`config.mk`:
```
export PLATFORM = sky130hd
export DESIGN_NAME = pokey_audio_mixer
export DESIGN_NICKNAME = d
export VERILOG_FILES = /design/src/rtl/pokey_mix_pkg.sv /design/src/rtl/mix_adder_tree.sv /design/src/rtl/pokey_audio_mixer.sv
export SDC_FILE = /design/constraint.sdc
export NUM_CORES = 1
export LEC_CHECK = 0
export CAP_MARGIN = 20
export CORE_MARGIN = 2
export CORE_UTILIZATION = 58
export DETAILED_ROUTE_END_ITERATION = 7
export PLACE_DENSITY = 0.8
export SLEW_MARGIN = 15
export SYNTH_ARGS = -nofsm -noshare
export SYNTH_HDL_FRONTEND = slang
export SYNTH_SLANG_ARGS = --single-unit
```
`constraint.sdc`:
```
create_clock -name clk -period 2 [get_ports clk]
set_clock_uncertainty 0.15 [all_clocks]
set_input_delay 0.5 -clock clk [delete_from_list [all_inputs] [get_ports clk]]
set_output_delay 0.5 -clock clk [all_outputs]
set_load 0.05 [all_outputs]
```
`src/rtl/pokey_mix_pkg.sv`:
```
// Shared definitions for the POKEY stereo mixer: config byte layout, routing codes,
// and a constant-safe ceil(log2) helper.
package pokey_mix_pkg;

  localparam int unsigned MUTE_BIT  = 7;
  localparam int unsigned ROUTE_LSB = 2;
  localparam int unsigned ATT_LSB   = 0;

  localparam logic [7:0] CFG_RESET = 8'h0C;

  typedef enum logic [1:0] {
    RouteOff   = 2'b00,
    RouteLeft  = 2'b01,
    RouteRight = 2'b10,
    RouteBoth  = 2'b11
  } route_e;

  typedef struct packed {
    logic       mute;
    route_e     route;
    logic [1:0] att;
  } cfg_t;

  // Bits 6:4 of the config byte carry no meaning and are dropped here.
  function automatic cfg_t cfg_decode(input logic [7:0] b);
    cfg_t c;
    c.mute  = b[MUTE_BIT];
    c.route = route_e'(b[ROUTE_LSB +: 2]);
    c.att   = b[ATT_LSB +: 2];
    return c;
  endfunction

  function automatic int unsigned clog2(input int unsigned n);
    int unsigned r;
    r = 0;
    while ((32'd1 << r) < n) r++;
    return r;
  endfunction

endpackage

```
`src/rtl/mix_adder_tree.sv`:
```
// Registered pairwise-add tree with a matching valid pipe; leaves beyond N read as zero.
module mix_adder_tree
  import pokey_mix_pkg::*;
#(
  parameter int unsigned N    = 4,
  parameter int unsigned IN_W = 4
) (
  input  logic                      clk,
  input  logic                      rst_n,
  input  logic                      valid_in,
  input  logic [N*IN_W-1:0]         terms,
  output logic                      valid_out,
  output logic [IN_W+clog2(N)-1:0]  sum
);

  localparam int unsigned LEVELS = clog2(N);
  localparam int unsigned SUM_W  = IN_W + LEVELS;
  localparam int unsigned NP     = 1 << LEVELS;

  if (LEVELS == 0) begin : g_pass
    logic unused_clk_rst;
    assign unused_clk_rst = clk ^ rst_n;
    assign sum            = terms;
    assign valid_out      = valid_in;
  end else begin : g_tree
    logic [SUM_W-1:0]  src    [LEVELS][NP];
    logic [SUM_W-1:0]  node_q [LEVELS][NP/2];
    logic [LEVELS-1:0] vld_q;

    // src[l] is the input row of level l: padded leaves, then the previous level's sums.
    always_comb begin
      for (int l = 0; l < LEVELS; l++) begin
        for (int j = 0; j < NP; j++) src[l][j] = '0;
      end
      for (int j = 0; j < N; j++) src[0][j] = SUM_W'(terms[j*IN_W +: IN_W]);
      for (int l = 1; l < LEVELS; l++) begin
        for (int j = 0; j < NP/2; j++) src[l][j] = node_q[l-1][j];
      end
    end

    always_ff @(posedge clk or negedge rst_n) begin
      if (!rst_n) begin
        vld_q <= '0;
        for (int l = 0; l < LEVELS; l++) begin
          for (int j = 0; j < NP/2; j++) node_q[l][j] <= '0;
        end
      end else begin
        vld_q <= (vld_q << 1) | LEVELS'(valid_in);
        for (int l = 0; l < LEVELS; l++) begin
          for (int j = 0; j < NP/2; j++) begin
            if (j < (NP >> (l + 1))) node_q[l][j] <= src[l][2*j] + src[l][2*j+1];
            else                     node_q[l][j] <= '0;
          end
        end
      end
    end

    assign sum       = node_q[LEVELS-1][0];
    assign valid_out = vld_q[LEVELS-1];
  end

endmodule

```
`src/rtl/pokey_audio_mixer.sv`:
```
// Stereo POKEY mixer: per-channel mute/attenuate/route, registered adder trees,
// saturating output stage and a pair of PWM DAC pins.
module pokey_audio_mixer
  import pokey_mix_pkg::*;
#(
  parameter int unsigned NUM_CH = 4,
  parameter int unsigned CH_W   = 4,
  parameter int unsigned OUT_W  = 6,
  parameter int unsigned CA_W   = 2
) (
  input  logic                   clk,
  input  logic                   rst_n,
  input  logic                   en,
  input  logic [NUM_CH*CH_W-1:0] aud_in,
  input  logic                   cfg_we,
  input  logic [CA_W-1:0]        cfg_addr,
  input  logic [7:0]             cfg_data,
  output logic [OUT_W-1:0]       audio_l,
  output logic [OUT_W-1:0]       audio_r,
  output logic                   out_valid,
  output logic                   clip_l,
  output logic                   clip_r,
  output logic                   pwm_l,
  output logic                   pwm_r
);

  localparam int unsigned LEVELS  = clog2(NUM_CH);
  localparam int unsigned SUM_W   = CH_W + LEVELS;
  localparam int unsigned OUT_MAX = (1 << OUT_W) - 1;

  cfg_t                   cfg_q [NUM_CH];
  logic [NUM_CH*CH_W-1:0] term_l_d, term_r_d, term_l_q, term_r_q;
  logic [CH_W-1:0]        v;
  logic                   vld0_q, vld_l, vld_r;
  logic [SUM_W-1:0]       sum_l, sum_r;
  logic                   sat_l, sat_r;
  logic [OUT_W-1:0]       audio_l_q, audio_r_q, cnt_q, duty_l_q, duty_r_q;
  logic                   out_valid_q, clip_l_q, clip_r_q, pwm_l_q, pwm_r_q;

  // Stage 0 samples cfg_q before a same-cycle write lands, so that sample keeps the old config.
  always_ff @(posedge clk or negedge rst_n) begin
    if (!rst_n) begin
      for (int i = 0; i < NUM_CH; i++) cfg_q[i] <= cfg_decode(CFG_RESET);
    end else if (cfg_we && (32'(cfg_addr) < NUM_CH)) begin
      cfg_q[cfg_addr] <= cfg_decode(cfg_data);
    end
  end

  always_comb begin
    term_l_d = '0;
    term_r_d = '0;
    v        = '0;
    for (int i = 0; i < NUM_CH; i++) begin
      v = cfg_q[i].mute ? '0 : (aud_in[i*CH_W +: CH_W] >> cfg_q[i].att);
      if (cfg_q[i].route inside {RouteLeft, RouteBoth})  term_l_d[i*CH_W +: CH_W] = v;
      if (cfg_q[i].route inside {RouteRight, RouteBoth}) term_r_d[i*CH_W +: CH_W] = v;
    end
  end

  always_ff @(posedge clk or negedge rst_n) begin
    if (!rst_n) begin
      vld0_q   <= 1'b0;
      term_l_q <= '0;
      term_r_q <= '0;
    end else begin
      vld0_q <= en;
      if (en) begin
        term_l_q <= term_l_d;
        term_r_q <= term_r_d;
      end
    end
  end

  mix_adder_tree #(.N(NUM_CH), .IN_W(CH_W)) u_tree_l (
    .clk       (clk),
    .rst_n     (rst_n),
    .valid_in  (vld0_q),
    .terms     (term_l_q),
    .valid_out (vld_l),
    .sum       (sum_l)
  );

  mix_adder_tree #(.N(NUM_CH), .IN_W(CH_W)) u_tree_r (
    .clk       (clk),
    .rst_n     (rst_n),
    .valid_in  (vld0_q),
    .terms     (term_r_q),
    .valid_out (vld_r),
    .sum       (sum_r)
  );

  assign sat_l = 32'(sum_l) > OUT_MAX;
  assign sat_r = 32'(sum_r) > OUT_MAX;

  always_ff @(posedge clk or negedge rst_n) begin
    if (!rst_n) begin
      out_valid_q <= 1'b0;
      clip_l_q    <= 1'b0;
      clip_r_q    <= 1'b0;
      audio_l_q   <= '0;
      audio_r_q   <= '0;
    end else begin
      out_valid_q <= vld_l && vld_r;
      clip_l_q    <= vld_l && sat_l;
      clip_r_q    <= vld_r && sat_r;
      if (vld_l) audio_l_q <= sat_l ? OUT_W'(OUT_MAX) : OUT_W'(sum_l);
      if (vld_r) audio_r_q <= sat_r ? OUT_W'(OUT_MAX) : OUT_W'(sum_r);
    end
  end

  // Duty reloads only at the end of a period so each PWM period is a single clean pulse.
  always_ff @(posedge clk or negedge rst_n) begin
    if (!rst_n) begin
      cnt_q    <= '0;
      duty_l_q <= '0;
      duty_r_q <= '0;
      pwm_l_q  <= 1'b0;
      pwm_r_q  <= 1'b0;
    end else begin
      cnt_q   <= cnt_q + OUT_W'(1);
      pwm_l_q <= cnt_q < duty_l_q;
      pwm_r_q <= cnt_q < duty_r_q;
      if (cnt_q == '1) begin
        duty_l_q <= audio_l_q;
        duty_r_q <= audio_r_q;
      end
    end
  end

  assign audio_l   = audio_l_q;
  assign audio_r   = audio_r_q;
  assign out_valid = out_valid_q;
  assign clip_l    = clip_l_q;
  assign clip_r    = clip_r_q;
  assign pwm_l     = pwm_l_q;
  assign pwm_r     = pwm_r_q;

endmodule

```
==> flow_summary_export.csv <==
group,metric,value,unit
worst_setup_path,crit_fanout,3,
drt,viasPerCell,5.67,
clock_network,holdBufCountCts,1,
status,status,"complete, no violations",
synth,synth_top_family_by_area,"adder cells",
sta,finalHoldViolCount,0,
floorplan,die_x,101,µm
synth,synthTopCellsByArea,"dfrtp_1 51%, ha_1 8.5%, mux2_2 8.1%",
clock_network,clock_path_buffers,2,
synth,synth.ff_latch_count,120,
worst_setup_path,arrival,2.08,ns
worst_setup_path,cpPeakStageDelay,0.44,ns
worst_setup_path,cp_num_buf_inv,0,
sta,finalMaxSlewViolations,0,
worst_setup_path,path_cells,"ha_1 > fa_1 > a21o_1 > a21oi_1 > xnor2_1",
power_and_ir_drop,p_leak,3.19,nW
synth,synth_commonest_cells,"112 x dfrtp_1, 49 x inv_1, 39 x mux2_2",
final_layout,fin_cells,619,
synth,synth_area,5450,µm²
worst_setup_path,path_depth,5,
power_and_ir_drop,clockPowerShare,42.0,%
floorplan,boundaryPins,47,
drt,drt_wl_total,10.5,mm
synth,yosysWarnings,0,
clock_network,cts_resized,0,
floorplan,row_count,35,
global_route,grt_pass1_vias,3732,
final_layout,nFillCells,627,
sta,fin_crit,1.80,ns
global_route,grt_pass1_wl,17.5,mm
worst_setup_path,critPathTopFamily,"adder cells",
drt,postRouteAntennaNets,0,
placed_design,dpl_cell_area,5970,µm²
clock_network,root_buffer,"clkbuf_8",
clock_network,clkTransAtPathRegs,0.06,ns
clock_network,cts.sinks,120,
sta,worst_hold_slack,0.197,ns
power_and_ir_drop,cellInternalPower,5.63,mW
floorplan,core,9200,µm²
worst_setup_path,slowest_stage,"fa_1",
final_layout,drive_above_1_share,20.9,%
drt,vias,3512,
power_and_ir_drop,total_power,7.77,mW
synth,yosys.area.top_type,"dfrtp_1",
synth,yosysMostFrequentCell,"dfrtp_1",
hold_path,min_path_type,"reg -> reg",
sta,setup-violations-final,0,
worst_setup_path,start_kind,"flop",
worst_setup_path,worst-r2r-cell-count,5,
drt,drtIter0Drc,77,
floorplan,die_h,101,µm
placed_design,dp_hpwl,7.07,mm
worst_setup_path,crit_required,2.28,ns
final_layout,fin_util,71.9,%
synth,async_flop_share,100,%
sta,fmax,0.555,GHz
placed_design,place_congestion,0.822,
synth,synthAdderAreaFrac,10.7,%
final_layout,fin_nets,569,
final_layout,diodes,0,
synth,synth_compound_area_share,10.1,%
drt,wl_per_cell,16.9,µm
drt,first_pass_iters,4,
global_route,grtUsageTotal,22.6,%
global_route,gr-total-overflow,0,
synth,synth_cell_type_count,37,
final_layout,postLayoutCellArea,6620,µm²
clock_network,htreeDepth,4,
synth,ys_seq_area_share,55.3,%
clock_network,cts_tree,"built",
synth,yosys.area_share.simple,7.56,%
global_route,antenna_found_initial,0,
placed_design,placement.io_buffers,41,
floorplan,dieArea,10200,µm²
synth,synth_top_area_share,51.5,%
run,maxCapViolCount,0,
sta,worst_slew_pin_slew,0.578,ns
global_route,grt_max_degree,66,
worst_setup_path,endpoint_kind,"flop",
synth,synth_mux_area_share,9.35,%
sta,rsz0062_at_grt,"false",
drt,remaining_drc_errors,0,
power_and_ir_drop,p_seq_share,40.5,%
clock_network,cts_setup_buffers,0,
synth,synth_edf_count,0,
sta,slew_headroom,61.5,%
synth,synthCells,441,
power_and_ir_drop,powerDensity,1170,nW/µm²
synth,avgSynthCellArea,12.4,µm²
power_and_ir_drop,p_switching,2.14,mW
sta,finalCritPeriodShare,90.0,%
floorplan,initial_core_util,59.2,%
synth,synth_top_flop_cell,"dfrtp_1",
clock_network,insertion_delay,0.51,ns
final_layout,area_growth,21.5,%
clock_network,cts_buffers,17,
hold_path,hold_path_depth,0,
synth,synth_xor_area_share,2.57,%
power_and_ir_drop,combPwrFrac,17.5,%
worst_setup_path,worstSetupPathType,"reg -> reg",
power_and_ir_drop,ir_drop,0.582,mV
power_and_ir_drop,switching_share,27.5,%
placed_design,dp.cells,587,
## path summary, 6_finish.rpt
| kind | slack, ns | endpoint | start |
|---|---|---|---|
| max | 0.20 | u_tree_r.sum[4]$_DFF_PN0_ | u_tree_r.g_tree.node_q[12]$_DFF_PN0_ |
| min | 0.20 | u_tree_l.g_tree.vld_q[1]$_DFF_PN0_ | u_tree_r.g_tree.vld_q[0]$_DFF_PN0_ |
| max reg2reg | 0.20 | u_tree_r.sum[4]$_DFF_PN0_ | u_tree_r.g_tree.node_q[12]$_DFF_PN0_ |
| min reg2reg | 0.20 | u_tree_l.g_tree.vld_q[1]$_DFF_PN0_ | u_tree_r.g_tree.vld_q[0]$_DFF_PN0_ |
| max in group asynchronous | 0.97 | cfg_q[18]$_DFFE_PN1P_ | rst_n |
| min in group asynchronous | 0.38 | duty_r_q[2]$_DFFE_PN0N_ | rst_n |
## metrics by stage
stage	setup TNS [ns]	setup slack (ns)
floorplan	0	0.353
global placement	0	0.0320
detailed placement	-0.0327	-0.0140
CTS	0	0.188
global route	0	0.132
finish	0	0.199
## layout by cell type (no fill, tap or decap), types with 16 or more instances in the layout
cell type and instances:
o21ai_0 23, dfrtp_1 112, ha_1 37, inv_1 49, clkbuf_16 16, mux2_2 39, o22ai_1 26, buf_4 16
clkdlybuf4s50_1 25, nand2_1 26
## routing by layer
metal  share of wire, %  wire length, µm  track usage, %
met1                 40             4160            24.9
met5                  0                0               0
met4                1.8              188            9.56
met3                4.4              461            5.76
met2                 54             5660            41.3
## cell families (layout without fill, tap and decap cells)
logic type                 count (synthesis)  in the layout
DFF                                      120            120
AOI/OAI and AO/OA                         85             85
and+or+nand+nor                           71             71
buffers and inverters                     59            125
muxes                                     46             46
adders and majority gates                 43             43
xor gates and xnor gates                  16             16
other                                      1              2
## cell type report
type | instances | area, µm² | area share, %
inverters | 49 | 184 | 2.78
clock buffers | 19 | 442 | 6.68
repair buffers | 45 | 440 | 6.66
well taps | 111 | 139 | 2.10
flip-flops and latches | 120 | 3010 | 45.5
multi-input cells | 263 | 2200 | 33.3
clock inverters | 12 | 198 | 2.99
## power groups by stage
stage,combinational [mW],clock (mW),sequential (mW)
finish,1.36,3.26,3.15
global route,1.49,3.43,3.19
CTS,1.38,3.31,3.15
detailed placement,1.34,0,3.18
global placement,1.28,0,3.14
floorplan,0.665,0,3.35
## worst reg2reg max path, stage by stage (launching register included)
cell	delay (ns)
dfrtp_1	0.37
ha_1	0.25
fa_1	0.44
a21o_1	0.20
a21oi_1	0.19
xnor2_1	0.14
## state kept, by name, summed over array words and instances, names as in the netlist, 6 cells and up
register                flops
duty_l_q                    6
term_r_q                   16
cfg_q                      20
u_tree_r.sum                6
term_l_q                   16
u_tree_l.g_tree.node_q     10
u_tree_l.sum                6
duty_r_q                    6
u_tree_r.g_tree.node_q     10
cnt_q                       6
audio_l                     6
audio_r                     6
No activity file was read; power rests on OpenSTA's default activity.
